==> src/rtl/bus_region_decoder_pkg.sv <==
// rtl/bus_region_decoder_pkg.sv - shared types and helpers for the bus region decoder
package bus_region_decoder_pkg;

    typedef enum logic [1:0] {
        ST_IDLE   = 2'd0,
        ST_STROBE = 2'd1,
        ST_WAIT   = 2'd2,
        ST_DONE   = 2'd3
    } state_t;

    localparam int WAIT_W = 4;

    // A single-region map still needs a 1-bit index register.
    function automatic int idx_width(input int regions);
        return (regions > 1) ? $clog2(regions) : 1;
    endfunction

endpackage

==> src/rtl/bus_region_match.sv <==
// rtl/bus_region_match.sv - base/mask address compare with lowest-index priority
module bus_region_match
    import bus_region_decoder_pkg::*;
#(
    parameter int                          REGIONS     = 8,
    parameter int                          ADDR_W      = 16,
    parameter int                          IDX_W       = 3,
    parameter logic [REGIONS*ADDR_W-1:0]   REGION_BASE = '0,
    parameter logic [REGIONS*ADDR_W-1:0]   REGION_MASK = '0
) (
    input  logic [ADDR_W-1:0] i_addr,
    output logic              o_hit,
    output logic [IDX_W-1:0]  o_idx
);

    // Scan from the top so the lowest matching index is the last one written.
    always_comb begin
        o_hit = 1'b0;
        o_idx = '0;
        for (int i = REGIONS - 1; i >= 0; i--) begin
            if ((i_addr & REGION_MASK[i*ADDR_W +: ADDR_W]) == REGION_BASE[i*ADDR_W +: ADDR_W]) begin
                o_hit = 1'b1;
                o_idx = IDX_W'(i);
            end
        end
    end

endmodule

==> src/rtl/bus_region_decoder.sv <==
// rtl/bus_region_decoder.sv - memory-map decoder and access sequencer for N slave regions
module bus_region_decoder
    import bus_region_decoder_pkg::*;
#(
    parameter int                          REGIONS       = 8,
    parameter int                          ADDR_W        = 16,
    parameter int                          DATA_W        = 8,
    parameter logic [REGIONS*ADDR_W-1:0]   REGION_BASE   = {16'h3800, 16'h3000, 16'h2800, 16'h2000,
                                                            16'h1800, 16'h1000, 16'h0800, 16'h0000},
    parameter logic [REGIONS*ADDR_W-1:0]   REGION_MASK   = {8{16'hF800}},
    parameter logic [REGIONS*4-1:0]        REGION_WAIT   = '0,
    parameter logic [DATA_W-1:0]           UNMAPPED_DATA = 8'h00
) (
    input  logic                      clk,
    input  logic                      resetN,
    input  logic [ADDR_W-1:0]         cpuAddr,
    input  logic [DATA_W-1:0]         cpuDataWrite,
    input  logic                      cpuWrite,
    input  logic                      cpuStrobe,
    output logic [DATA_W-1:0]         cpuDataRead,
    output logic                      cpuReady,
    output logic                      busError,
    output logic                      overrun,
    output logic [ADDR_W-1:0]         devAddr,
    output logic [DATA_W-1:0]         devDataWrite,
    output logic                      devWrite,
    output logic [REGIONS-1:0]        devStrobe,
    input  logic [REGIONS*DATA_W-1:0] devDataRead
);

    localparam int IDX_W = idx_width(REGIONS);

    state_t              r_state;
    logic [WAIT_W-1:0]   r_cnt;
    logic [IDX_W-1:0]    r_sel;
    logic [ADDR_W-1:0]   r_addr;
    logic [DATA_W-1:0]   r_wdata;
    logic                r_write;
    logic [REGIONS-1:0]  r_dev_strobe;
    logic [DATA_W-1:0]   r_rdata;
    logic                r_ready;
    logic                r_bus_error;
    logic                r_overrun;

    logic                w_hit;
    logic [IDX_W-1:0]    w_idx;
    logic [REGIONS-1:0]  w_idx_onehot;
    logic [DATA_W-1:0]   w_sel_rdata;
    logic [WAIT_W-1:0]   w_sel_wait;

    bus_region_match #(
        .REGIONS     (REGIONS),
        .ADDR_W      (ADDR_W),
        .IDX_W       (IDX_W),
        .REGION_BASE (REGION_BASE),
        .REGION_MASK (REGION_MASK)
    ) u_match (
        .i_addr (cpuAddr),
        .o_hit  (w_hit),
        .o_idx  (w_idx)
    );

    assign w_idx_onehot = REGIONS'(1) << w_idx;
    assign w_sel_rdata  = devDataRead[int'(r_sel)*DATA_W +: DATA_W];
    assign w_sel_wait   = REGION_WAIT[int'(r_sel)*WAIT_W +: WAIT_W];

    always_ff @(posedge clk or negedge resetN) begin
        if (!resetN) begin
            r_state      <= ST_IDLE;
            r_cnt        <= '0;
            r_sel        <= '0;
            r_addr       <= '0;
            r_wdata      <= '0;
            r_write      <= 1'b0;
            r_dev_strobe <= '0;
            r_rdata      <= '0;
            r_ready      <= 1'b0;
            r_bus_error  <= 1'b0;
            r_overrun    <= 1'b0;
        end else begin
            r_dev_strobe <= '0;
            r_ready      <= 1'b0;
            r_bus_error  <= 1'b0;
            if (cpuStrobe && (r_state != ST_IDLE)) begin
                r_overrun <= 1'b1;
            end
            case (r_state)
                ST_IDLE: begin
                    if (cpuStrobe) begin
                        r_addr  <= cpuAddr;
                        r_wdata <= cpuDataWrite;
                        r_write <= cpuWrite;
                        r_sel   <= w_idx;
                        if (w_hit) begin
                            r_dev_strobe <= w_idx_onehot;
                            r_state      <= ST_STROBE;
                        end else begin
                            // Unmapped: complete next cycle with an error, no device strobe.
                            if (!cpuWrite) begin
                                r_rdata <= UNMAPPED_DATA;
                            end
                            r_ready     <= 1'b1;
                            r_bus_error <= 1'b1;
                            r_state     <= ST_DONE;
                        end
                    end
                end
                ST_STROBE: begin
                    r_cnt   <= w_sel_wait;
                    r_state <= ST_WAIT;
                end
                ST_WAIT: begin
                    if (r_cnt == '0) begin
                        if (!r_write) begin
                            r_rdata <= w_sel_rdata;
                        end
                        r_ready <= 1'b1;
                        r_state <= ST_DONE;
                    end else begin
                        r_cnt <= r_cnt - 4'd1;
                    end
                end
                ST_DONE: begin
                    r_state <= ST_IDLE;
                end
                default: begin
                    r_state <= ST_IDLE;
                end
            endcase
        end
    end

    assign cpuDataRead  = r_rdata;
    assign cpuReady     = r_ready;
    assign busError     = r_bus_error;
    assign overrun      = r_overrun;
    assign devAddr      = r_addr;
    assign devDataWrite = r_wdata;
    assign devWrite     = r_write;
    assign devStrobe    = r_dev_strobe;

endmodule

==> config.mk <==
export PLATFORM = sky130hd
export DESIGN_NAME = bus_region_decoder
export DESIGN_NICKNAME = d
export VERILOG_FILES = /design/src/rtl/bus_region_decoder_pkg.sv /design/src/rtl/bus_region_match.sv /design/src/rtl/bus_region_decoder.sv
export SDC_FILE = /design/constraint.sdc
export NUM_CORES = 1
export LEC_CHECK = 0
export CORE_MARGIN = 5
export CORE_UTILIZATION = 40
export CTS_BUF_LIST = sky130_fd_sc_hd__clkbuf_4 sky130_fd_sc_hd__clkbuf_8 sky130_fd_sc_hd__clkbuf_16
export CTS_CLUSTER_SIZE = 28
export DETAILED_ROUTE_END_ITERATION = 7
export PLACE_DENSITY_LB_ADDON = 0.12
export SYNTH_ARGS = -nofsm -noshare
export SYNTH_HDL_FRONTEND = slang
export SYNTH_SLANG_ARGS = --single-unit
==> constraint.sdc <==
create_clock -name clk -period 1.82 [get_ports clk]
set_input_delay 0.182 -clock clk [delete_from_list [all_inputs] [get_ports clk]]
set_output_delay 0.182 -clock clk [all_outputs]
set_load 0.005 [all_outputs]
==> results.toml <==
[sta]
worst_pin_slew_ps = 394.2
period_needed_ps = 1747
slew_violations = 0
fmax_mhz = 572.3
holdWs_ps = 411.1
final_hold_viol_count = 0
fin_ws_ps = 72.54
finalSetupViolCount = 0
rsz0062_at_grt = "no"
relSlewSlack_pct = 73.72
fin_skew_ps = 7.261
tns_ps = 0
period_share_pct = 96.01

[placement]
gp_congestion = 0.7752
port_buffers = 135
dpl-instance-area_um2 = 4167
place_hpwl_mm = 5.803
pre_cts_slack_ps = 23.92

[setup_path]
cp_slowest_stage_delay_ps = 560
worstPathRequired_ps = 1990
cp_max_fo = 17
timing.critical_path.from_type = "register"
cp_cell_sequence = "buf_12 -> mux4_1 -> mux2_2 -> a22o_1"
r2r_cells = 4
slowest_stage = "mux4_1"
arrival_ps = 1920
crit_start = "r_sel[1]"
critPathCaptureType = "register"
setup.worst_path.class = "reg2reg"
r2r_start = "r_sel[1]"

[clock_tree]
cts-buffers-inserted = 5
numClockSinks = 53
cts-root-buf = "clkbuf_8"
path_clk_slew_ps = 80
htreeDepth = 2
clk_latency_ps = 290
clockBufferDepth = 2
tritoncts = "built"

[routing]
drt-initial-drc-count = 25
vias = 2096
dr.pass1.iters = 4
via_per_inst = 5.125
wl_per_cell_um = 18.02
totalWireLength_mm = 7.372
drc = 0
ant_nets = 0

[global_routing]
track_usage_pct = 17.96
grt_pass1_vias = 2339
antenna_found_initial = 0
globalRoute.totalOverflow = 0
grt_pass1_wl_mm = 12.02
grt_max_degree = 54

[die]
fp.dieArea_um2 = 8315
ioPinCount = 136
coreArea_um2 = 6386
die_x_um = 91.19
fp.dieH_um = 91.19
start_util_pct = 41.28
num_rows = 29

[cells_and_area]
multi_input_area_um2 = 1224
drive_above_1_share_pct = 19.28
diodes = 0
regArea_um2 = 1326
design_area_um2 = 4283
syn_to_final_growth_pct = 62.46
finalNetCount = 428
n_fill_cell = 510

[hold_path]
hp-class = "in2async"

[yosys]
synth.distinct_cells = 33
synth-seq-cells = 53
synth_cells = 183
yosysWarnings = 0
synth_nets = 279
synth_area_per_cell_um2 = 14.41
yosysSeqAreaShare_pct = 50.31
syn-cell-area_um2 = 2636

[pwr]
p_sw_w = 0.001559
leakage_nw = 1.798
p_comb_share_pct = 51.1
ir_drop_mv = 0.7219
seqPwrFrac_pct = 34.8
clkPwrFrac_pct = 14.1
p_per_area_nw_per_um2 = 1251
swShare_pct = 29.09
p_int_w = 0.003800

[run]
cap_violations = 0

[status]
status = "finished clean"
==> logic make-up (layout without fill, tap and decap cells) <==
logic type,count (synthesis),in the layout,share of synthesized area (%)
XOR/XNOR,2,2,0.6646
flip-flops,53,53,50.31
adder cells (fa/ha/maj),4,4,1.899
multiplexers,50,50,30.14
buffers and inverters,15,164,3.370
AO/OA/AOI/OAI,24,24,7.071
AND/OR/NAND/NOR,35,35,6.549
==> layer usage <==
metal	wire length [µm]	global-route usage [%]
met1	3061	23.02
met2	3734	29.93
met3	505	5.702
met4	71	3.912
met5	0	0
==> final timing paths <==
path | end | slack [ps]
min in group clk | overrun | 460
hold reg to reg | overrun | 460
setup / recovery | cpuDataRead[6] | 70
max in group asynchronous | devStrobe[6] | 1170
setup reg to reg | cpuDataRead[6] | 70
hold / removal | cpuDataRead[3] | 410
==> flip-flops by register name, summed over array words and instances (netlist names) <==
register	count
r_state	2
devDataWrite	8
busError	1
devWrite	1
cpuDataRead	8
r_cnt	4
devAddr	16
devStrobe	8
overrun	1
cpuReady	1
r_sel	3
==> power by group through the flow <==
stage | Combinational, W | Clock, W | Sequential [W]
floorplan | 0.00142 | 0 | 0.00186
global placement | 0.00272 | 0 | 0.00187
detailed placement | 0.00276 | 0 | 0.00189
CTS | 0.00278 | 0.000789 | 0.00187
global route | 0.00297 | 0.000846 | 0.00192
finish | 0.00274 | 0.000757 | 0.00186
==> worst max-delay path: cells and delay by family (launching register included) <==
family                 cells  cell delay, ps
buffers and inverters      1             170
multiplexers               2             840
flip-flops                 1             380
AO/OA/AOI/OAI              1             240
==> metrics by stage <==
step | std cells | utilization, % | power [W]
2_1_floorplan | 183 | - | 0.003273
3_3_place_gp | 401 | 65.24 | 0.004592
3_5_place_dp | 401 | 65.24 | 0.004648
4_1_cts | 409 | 67.03 | 0.005442
5_1_grt | 409 | 67.07 | 0.005733
6_report | 409 | 67.07 | 0.005358
==> cells in the mapped netlist (all sizes together) <==
cell | number | share of area, %
xor2 | 1 | 0.33
o31ai | 1 | 0.28
or3b | 2 | 0.66
buf | 6 | 2.1
a22o | 10 | 3.3
a21bo | 1 | 0.38
ha | 4 | 1.9
o21ai | 5 | 0.95
xnor2 | 1 | 0.33
nand2 | 11 | 1.6
inv | 5 | 0.71
mux2i | 1 | 0.38
a211oi | 1 | 0.47
a21o | 2 | 0.57
nor3 | 3 | 0.57
nor4 | 1 | 0.24
nor2 | 11 | 1.6
nand2b | 4 | 0.95
clkbuf | 4 | 0.57
a31oi | 1 | 0.24
nor3b | 2 | 0.57
a21oi | 1 | 0.19
o221a | 1 | 0.43
mux2 | 33 | 14
nand4bb | 1 | 0.43
o22ai | 1 | 0.24
dfrtp | 53 | 50
mux4 | 16 | 16
==> cells in the final DEF (no fill, tap or decap), drive strengths merged, types with 2 or more instances in the layout <==
master | netlist | routed
nor3b | 2 | 2
mux4 | 16 | 16
inv | 5 | 5
dfrtp | 53 | 53
nand2b | 4 | 4
clkbuf | 4 | 5
or3b | 2 | 2
a21o | 2 | 2
ha | 4 | 4
nor2 | 11 | 11
o21ai | 5 | 5
nand2 | 11 | 11
buf | 6 | 17
mux2 | 33 | 33
nor3 | 3 | 3
a22o | 10 | 10
clkdlybuf4s50 | 0 | 134
==> area by class of cell <==
type                       instances  area share (%)
inverter                           5          0.4382
clock inverter                     2          0.8180
sequential                        53           30.97
clock buffer                       5           1.607
multi-input combinational        115           28.57
timing repair buffer             152           35.35
tap                               77           2.249
==> timing repair <==
item,4_1_cts,5_1_grt
setup buffers,0,0
hold buffers,1,0
gates resized for setup,0,1
endpoints found under the hold margin,53,0
setup endpoints to repair,0,3
Power figures use the tool's default switching activity.
